[config.mk]
export PLATFORM = sky130hd
export DESIGN_NAME = regpair_idu
export DESIGN_NICKNAME = d
export VERILOG_FILES = /design/src/rtl/regpair_idu.sv
export SDC_FILE = /design/constraint.sdc
export NUM_CORES = 1
export LEC_CHECK = 0
export CAP_MARGIN = 15
export CORE_UTILIZATION = 41
export DETAILED_ROUTE_END_ITERATION = 8
export PLACE_DENSITY_LB_ADDON = 0.2
export SKIP_CTS_REPAIR_TIMING = 1
export SLEW_MARGIN = 20
export SYNTH_ARGS = -nofsm -noshare
export SYNTH_HDL_FRONTEND = slang
export SYNTH_SLANG_ARGS = --single-unit
export TNS_END_PERCENT = 5
[constraint.sdc]
create_clock -name clk -period 2.3 [get_ports clk]
set_clock_uncertainty 0.1 [all_clocks]
set_input_delay 0.46 -clock clk [delete_from_list [all_inputs] [get_ports clk]]
set_output_delay 0.46 -clock clk [all_outputs]
set_load 0.02 [all_outputs]
[src/rtl/regpair_idu.sv]
// regpair_idu: WIDTH-bit register pair with independent byte-lane loads and a
// built-in increment/decrement unit. This is the storage and address-counter
// element behind SM83 register pairs (BC/DE/HL/SP).
//
// Parameters
//   WIDTH     total register width (even, >= 4); lane width L = WIDTH/2
//   RESET_VAL value of q while nres is low
//   LD_MODE   0: lane loads at a posedge while ld_x is high
//             1: ld_x high stages d_x; the load commits at the first posedge
//                after ld_x falls
//
// Ports
//   clk          system clock; all state changes on posedge
//   nres         asynchronous active-low reset
//   d_lo, d_hi   lane load data
//   ld_lo, ld_hi lane load requests
//   inc, dec     increment / decrement requests (both high = hold)
//   q, nq        register value {hi, lo} and its bitwise complement
//   zero         combinational, 1 when q == 0
//   wrap         registered one-cycle pulse when inc/dec wraps around
module regpair_idu #(
  parameter int               WIDTH     = 16,
  parameter logic [WIDTH-1:0] RESET_VAL = '0,
  parameter int               LD_MODE   = 0
) (
  input  logic               clk,
  input  logic               nres,
  input  logic [WIDTH/2-1:0] d_lo,
  input  logic [WIDTH/2-1:0] d_hi,
  input  logic               ld_lo,
  input  logic               ld_hi,
  input  logic               inc,
  input  logic               dec,
  output logic [WIDTH-1:0]   q,
  output logic [WIDTH-1:0]   nq,
  output logic               zero,
  output logic               wrap
);

  localparam int L = WIDTH / 2;

  logic [WIDTH-1:0] r_q;
  logic             r_wrap;

  // Per-lane commit strobe and the value that lands when it fires.
  logic         w_cm_lo, w_cm_hi;
  logic [L-1:0] w_new_lo, w_new_hi;

  generate
    if (LD_MODE == 0) begin : g_level
      assign w_cm_lo  = ld_lo;
      assign w_cm_hi  = ld_hi;
      assign w_new_lo = d_lo;
      assign w_new_hi = d_hi;
    end else begin : g_fall
      logic [L-1:0] r_stage_lo, r_stage_hi;
      logic         r_pend_lo, r_pend_hi;

      // Falling edge of ld_x is seen as "pending and ld_x now low"; the last
      // value staged while ld_x was high is the one that commits.
      assign w_cm_lo  = r_pend_lo & ~ld_lo;
      assign w_cm_hi  = r_pend_hi & ~ld_hi;
      assign w_new_lo = r_stage_lo;
      assign w_new_hi = r_stage_hi;

      always_ff @(posedge clk or negedge nres) begin
        if (!nres) begin
          r_stage_lo <= '0;
          r_stage_hi <= '0;
          r_pend_lo  <= 1'b0;
          r_pend_hi  <= 1'b0;
        end else begin
          if (ld_lo) begin
            r_stage_lo <= d_lo;
            r_pend_lo  <= 1'b1;
          end else begin
            r_pend_lo  <= 1'b0;
          end
          if (ld_hi) begin
            r_stage_hi <= d_hi;
            r_pend_hi  <= 1'b1;
          end else begin
            r_pend_hi  <= 1'b0;
          end
        end
      end
    end
  endgenerate

  // Any commit blocks the IDU; in mode 1 a staging-only edge does not.
  logic w_any_cm, w_inc_en, w_dec_en;
  assign w_any_cm = w_cm_lo | w_cm_hi;
  assign w_inc_en = inc & ~dec & ~w_any_cm;
  assign w_dec_en = dec & ~inc & ~w_any_cm;

  logic [WIDTH-1:0] w_q_nxt;
  logic             w_wrap_nxt;

  always_comb begin
    w_q_nxt    = r_q;
    w_wrap_nxt = 1'b0;
    if (w_any_cm) begin
      w_q_nxt = {w_cm_hi ? w_new_hi : r_q[WIDTH-1:L],
                 w_cm_lo ? w_new_lo : r_q[L-1:0]};
    end else if (w_inc_en) begin
      w_q_nxt    = r_q + 1'b1;
      w_wrap_nxt = &r_q;
    end else if (w_dec_en) begin
      w_q_nxt    = r_q - 1'b1;
      w_wrap_nxt = ~|r_q;
    end
  end

  always_ff @(posedge clk or negedge nres) begin
    if (!nres) begin
      r_q    <= RESET_VAL;
      r_wrap <= 1'b0;
    end else begin
      r_q    <= w_q_nxt;
      r_wrap <= w_wrap_nxt;
    end
  end

  assign q    = r_q;
  assign nq   = ~r_q;
  assign zero = (r_q == '0);
  assign wrap = r_wrap;

endmodule
# After elaboration in Yosys (flattened, before gate mapping)
# Cells that the tools add are included.
dict set report word_totals {
  reg_bits 17
  output_inout_bits 34
}
dict set report classes {
  add_sub_neg 2
  eq_ne 2
  n_mux 8
  n_bitwise 9
  reduce_logical 7
}
# op count
set ops {}
lappend ops {{16-bit two-way mux} 3}
lappend ops {{16-bit by 1-bit adder with 16-bit output (second input constant)} 1}
lappend ops {{16-bit logical NOT} 1}
lappend ops {{8-bit two-way mux} 2}
lappend ops {{16-bit NOT} 1}
lappend ops {{16-bit AND reduction} 1}
lappend ops {{16-bit OR reduction} 1}
lappend ops {{16-bit by 1-bit subtractor with 16-bit output (second input constant)} 1}
lappend ops {{1-bit bitwise AND} 4}
lappend ops {{2-bit != test (second input constant)} 2}
lappend ops {{2-bit AND reduction} 2}
lappend ops {{1-bit two-way mux} 3}
lappend ops {{1-bit NOT} 3}
lappend ops {{3-bit nonzero test} 1}
lappend ops {{1-bit logical NOT} 1}
lappend ops {{1-bit OR} 1}

# Logic depth before layout (Yosys ltp)
dict set report depth {
  ltp_word 6
  mapped_depth 13
  depth_no_buf 11
}

# Worst setup path before layout
# Ideal clock, no wire load.
dict set report synth_timing {
  path_type {input-to-reg}
  from {in ld_hi}
  to {reg r_q[15], in the netlist q[15]}
  arrival_ps 3162
  required_ps 2074
  path_slack_ps -1089
  path_stages 13
  n_path_buf 2
  path_cell_list {buf_2 -> or2_1 -> nor3b_2 -> inv_1 -> ha_1 -> buf_6 -> and3_4 -> a221o_1 -> a31oi_1 -> a32oi_1 -> xnor2_1 -> nor4b_2 -> a221o_1}
}
dict set report synth_via {
  elab_chain_len 5
  word_cells_on_any_way 9
  cone_classes {eq/ne: 1; mux: 2; bitwise: 4; reduce/logical: 2}
}
# item line
set synth_lines {}
lappend synth_lines {{start: declaration} 31} ;# input logic ld_hi,
lappend synth_lines {{1-bit OR} 92} ;# assign w_any_cm = w_cm_lo | w_cm_hi;
lappend synth_lines {{1-bit NOT} {93, 94}}
lappend synth_lines {{1-bit bitwise AND (on tied branches)} {93, 94}}
lappend synth_lines {{3-bit nonzero test (no line) / 16-bit two-way mux (equally long branches)} --}
lappend synth_lines {{2-bit AND reduction (no line) / 16-bit two-way mux (equally long branches)} --}
lappend synth_lines {{end signal: assignment} 119} ;# r_q <= w_q_nxt;
lappend synth_lines {{end: declaration} 42} ;# logic [WIDTH-1:0] r_q;
# Parallel ways exist; a longest one is shown, timed or not.
# A chain may end at the register's enable or synchronous reset.

# Final worst setup path
# Ends and elaborated chain as after synthesis.

==> results.toml <==
[outcome]
outcome = "finished, violations left"
violations = "setup timing"

[global_route]
overflow = 0
grt_pass1_vias = 1897
grt_max_degree = 19
grt_pass1_wl_mm = 9.08
track_usage = 0.277
antenna_found_initial = 0

[synthesis]
syn_nets = 247
yosys-top-cells-area = "dfrtp_1, ha_1, a21oi_1"
synth_ff_type = "dfrtp_1"
ys_ff_latch = 17
synth_area_per_cell_um2 = 7.89
ys_types = 46
synth_edf_count = 0
netlist_instances = 208
synth_area_leader_cell = "dfrtp_1"
ys_warn_count = 0
netlist_area_um2 = 1640
synth.top_cell.area_share = 0.259
synthArstFlopShare = 1.00
seq_area_frac_synth = 0.259

[placed_design]
dp_hpwl_mm = 4.57
io_buffer_count = 55
placedCellCount = 368
gp_congestion = 0.943
place_ws_ns = -1.18

[routing]
vias_per_cell = 5.50
drt_iter0_drc = 183
drc = 0
post_drt_wl_per_cell_um = 16.1
final_antenna_net_count = 0
first_pass_iters = 4
wl_mm = 6.04
vias = 2063

[critical_path]
crit_path_start_kind = "input port"
required_ns = 2.34
critPathArrivalTime_ns = 3.04
max_stage_delay_ns = 0.34
crit_path_end_kind = "flip-flop"
slowest_stage = "a221o_1"
path_class = "in2reg"
timing.rr.start = "q[12]"
path_cells = "clkbuf_2 -> or2_4 -> nor3b_4 -> buf_4 -> inv_4 -> ha_4 -> and3_4 -> a221o_1 -> a31oi_1 -> a32oi_1 -> xnor2_1 -> nand2_1 -> a221o_1"
crit_top_cell = "a221o_1"
worstPathMaxFanout = 6
setup.worst_path.start = "ld_hi"

[finish]
area_growth_syn_to_layout_pct = 77.7
num_antenna_cells = 0
final_common_cell = "buf_4"
multi_input_area_um2 = 1260
final_net_count = 367
ff_latch_area_um2 = 425
drive_above_1_share = 0.303
num-fill-cells = 266
layout_common_cells = "buf_4, clkdlybuf4s50_1, a21oi_1"
fin_cells = 375

[timing]
hold_violations = 0
worst_slew_pin_slew_ns = 0.421
min_period_over_period = 1.30
max_slew_margin = 0.718
maxSlewViolCount = 0
holdWs_ns = 0.431
setup_violations = 13
period_needed_ns = 3.00
rsz0062_at_grt = "true"
postLayoutSetupSlackWorst_ns = -0.697
max_freq_mhz = 334

[die]
ioPinCount = 56
die_w_um = 65.3
start_util = 0.438
design.die.area_um2 = 4260
rows = 22
core_area_um2 = 3740
die_y_um = 65.3

[clock_network]
cts_root_buf = "clkbuf_8"
h-tree-depth = 1
numCtsBuffers = 3
clockBufferDepth = 2
cts.sinks = 17
cts_tree = "built"
clk_pin_slew_worst_paths_ns = 0.07
clock_latency_ns = 0.26

[pwr]
max-vdd-ir-drop_mv = 0.342
p_per_area_nw_per_um2 = 641
p_leak_nw = 1.32

[hold_path]
hold_path_class = "in2async"

[run]
cap_violations = 0
## report_power, final
part	internal (mW)	leakage (nW)	total [mW]	switching, mW
Clock	0.123	0.0228	0.233	0.109
Combinational	0.638	1.09	1.23	0.593
Sequential	0.342	0.202	0.405	0.0629
## registers in the layout, summed over array words and instances, names as in the netlist
| name | flops |
|---|---|
| q | 16 |
| wrap | 1 |
## critical path: cells and delay by family
kind | cells | cell delay, ns
xor gates and xnor gates | 1 | 0.21
and+or+nand+nor | 4 | 0.79
AOI/OAI and AO/OA | 4 | 1.02
buffers and inverters | 3 | 0.34
adders and majority gates | 1 | 0.22
## cell type report
type | instances | area share
multi-input cells | 165 | 0.433
repair buffers | 120 | 0.356
clock buffers | 4 | 0.0155
well taps | 48 | 0.0206
repair inverters | 1 | 0.00215
inverters | 20 | 0.0275
flip-flops and latches | 17 | 0.146
## metrics by stage
step | instance area [um2] | total power, mW | setup TNS (ns) | utilization
finish | 2910 | 1.87 | -5.39 | 0.778
CTS | 2820 | 1.80 | -10.32 | 0.754
detailed placement | 2780 | 1.56 | -13.24 | 0.742
global placement | 2780 | 1.54 | -12.11 | 0.742
floorplan | 1740 | 0.988 | -5.79 | -
global route | 2910 | 1.97 | -7.06 | 0.778
## synthesized netlist by cell type, types with 2 or more instances
library cell and count:
and4_1 2, a211oi_1 4, nand2_1 17, nor3_1 4, o21ai_1 4, nor2b_1 5, a21o_1 2, nor2_1 15
o22ai_1 6, or2_2 2, o2bb2ai_1 2, clkbuf_1 4, dfrtp_1 17, a21oi_1 28, xnor2_1 8, or2_1 2
a221o_1 2, inv_1 20, xor2_1 4, nand4_1 5, ha_1 16, nor4_1 4, o21ai_0 12
## cells by family (layout without fill, tap and decap cells)
kind of cell / after synthesis / count (layout) / synth area share
buf+inv: 26 / 145 / 0.0648
fa+ha+maj: 17 / 17 / 0.134
mux: 1 / 1 / 0.00686
xor+xnor: 12 / 12 / 0.0641
compound gates: 68 / 68 / 0.247
simple gates: 67 / 67 / 0.223
flops: 17 / 17 / 0.259
## path summary, 6_finish.rpt
check	to	slack (ns)	cells after the start
max reg2reg	q[15]	-0.11	8
min	q[1]	0.43	2
min reg2reg	q[4]	0.53	2
max in group asynchronous	q[9]	1.47	2
max	q[15]	-0.70	13
min in group clk	q[0]	0.48	3
## layer usage
| metal | track usage | routed length [um] | up-vias |
|---|---|---|---|
| li1 | - | - | 995 |
| met1 | 0.388 | 2720 | 976 |
| met2 | 0.452 | 2880 | 82 |
| met3 | 0.0208 | 355 | 10 |
| met4 | 0.0788 | 88 | 0 |
| met5 | 0 | 0 | - |
Power figures use the tool's default switching activity.
==> variant, RTL diff (config.mk and constraints unchanged) <==
`WIDTH`: 16 -> 32.
--- a/src/rtl/regpair_idu.sv
+++ b/src/rtl/regpair_idu.sv
@@ -21,3 +21,3 @@
 module regpair_idu #(
-  parameter int               WIDTH     = 16,
+  parameter int               WIDTH     = 32,
   parameter logic [WIDTH-1:0] RESET_VAL = '0,
Interface: changed (resized d_hi, d_lo, nq and q); port bits go from 56 to 104. No check against the original RTL was run, so the function may have changed too.
==> variant against the original RTL <==
The flow still finishes with violations (setup timing). Combinational power is 130% higher. Sequential cell count up 16. Worst hold slack improved by 0.0064 ns. Clock power rose by 110%. Worst setup slack worse by 0.092 ns. Design area is 110% higher. Die area rose by 100%. Synthesized area rose by 110%. Routed wire length grew 140%. Power rose by 120%. Highest routed layer unchanged.
==> variant: results (changes against the original RTL) <==
- Top cells by area, synth: dfrtp_1, ha_1, a21oi_1 (unchanged)
- First DRT Iteration DRCs: 361 (was 183)
- Final setup viols: 29 (was 13)
- Peak per-stage delay on the critical path: 0.47 ns (was 0.34 ns)
- Relative slew slack: 0.574 (was 0.718)
- Worst setup startpoint: dec (was ld_hi)
- Slowest CP cell: or3_4 (was a221o_1)
- Worst hold-check path type: in -> reg (was in -> async)
- LEAKAGE: 2.78 nW (was 1.32 nW)
- Avg Vias per Cell: 5.71 (was 5.50)
- Placer congestion estimate: 0.939 (was 0.943)
- WP data arrival: 3.16 ns (was 3.04 ns)
- Largest net degree at the start of global routing: 34 (was 19)
- First-pass GRT wire length: 20.8 mm (was 9.08 mm)
- Worst setup margin: -0.789 ns (was -0.697 ns)
- Worst slack at placement: -1.47 ns (was -1.18 ns)
- Largest register FFs: 32 (was 16)
- Post-Synthesis Net Count: 522 (was 247)
- Metal3 WL: 938 um (was 355 um)
- DRT met1 WL: 6.30 mm (was 2.72 mm)
- Cell variety after synth: 51 (was 46)
- Outcome: complete, but fails checks (unchanged)
- Gr usage total: 0.304 (was 0.277)
- DR WL met2: 6.80 mm (was 2.88 mm)
- Synth top cells by count: nand2_1, a21oi_1, o21ai_0 (was a21oi_1, inv_1, dfrtp_1, nand2_1, ha_1)
- Failing checks: setup timing (unchanged)
- Cts bufs inserted: 5 (was 3)
variant: through the flow:
stage,instances,util,setup TNS (ns)
finish,804,0.786,-15.48
global route,804,0.786,-17.96
CTS,795,0.729,-26.70
detailed placement,788,0.718,-35.54
global placement,788,0.718,-33.07
floorplan,452,-,-17.23
variant: worst paths after layout:
| kind | end | slack, ns | cells past startpoint |
|---|---|---|---|
| worst max-delay path | q[19]$_DFFE_PN0P_ | -0.79 | 13 |
| worst min-delay path | wrap$_DFF_PN0_ | 0.44 | 3 |
| worst max register to register | q[19]$_DFFE_PN0P_ | -0.45 | 11 |
| worst min register to register | wrap$_DFF_PN0_ | 0.56 | 2 |
| max in group asynchronous | q[17]$_DFFE_PN0P_ | 1.27 | 2 |
| min in group asynchronous | q[4]$_DFFE_PN0P_ | 0.48 | 2 |
variant: layer usage:
metal | GRT usage | vias to the layer above
li1 | - | 2138
met1 | 0.419 | 2187
met2 | 0.508 | 228
met3 | 0.0252 | 41
met4 | 0.0872 | 0
met5 | 0 | -
variant: layout make-up:
class	instances	area [sq um]
Multi-Input combinational cell	355	2700
Timing Repair Buffer	265	2300
Fill cell	552	1690
Sequential cell	33	826
Inverter	42	158
Tap cell	102	128
Clock buffer	7	86.3
variant: cell families after synthesis:
| family | synth area share |
|---|---|
| adders and majority gates | 0.120 |
| muxes | 0.0187 |
| DFF | 0.242 |
| and+or+nand+nor | 0.193 |
| xor gates and xnor gates | 0.0720 |
| AOI/OAI and AO/OA | 0.282 |
| buffers and inverters | 0.0720 |
variant: power by group:
| part | total, mW | switching [mW] | internal (mW) |
|---|---|---|---|
| Clock | 0.481 | 0.243 | 0.238 |
| Sequential | 0.746 | 0.0873 | 0.659 |
| Combinational | 2.80 | 1.38 | 1.41 |
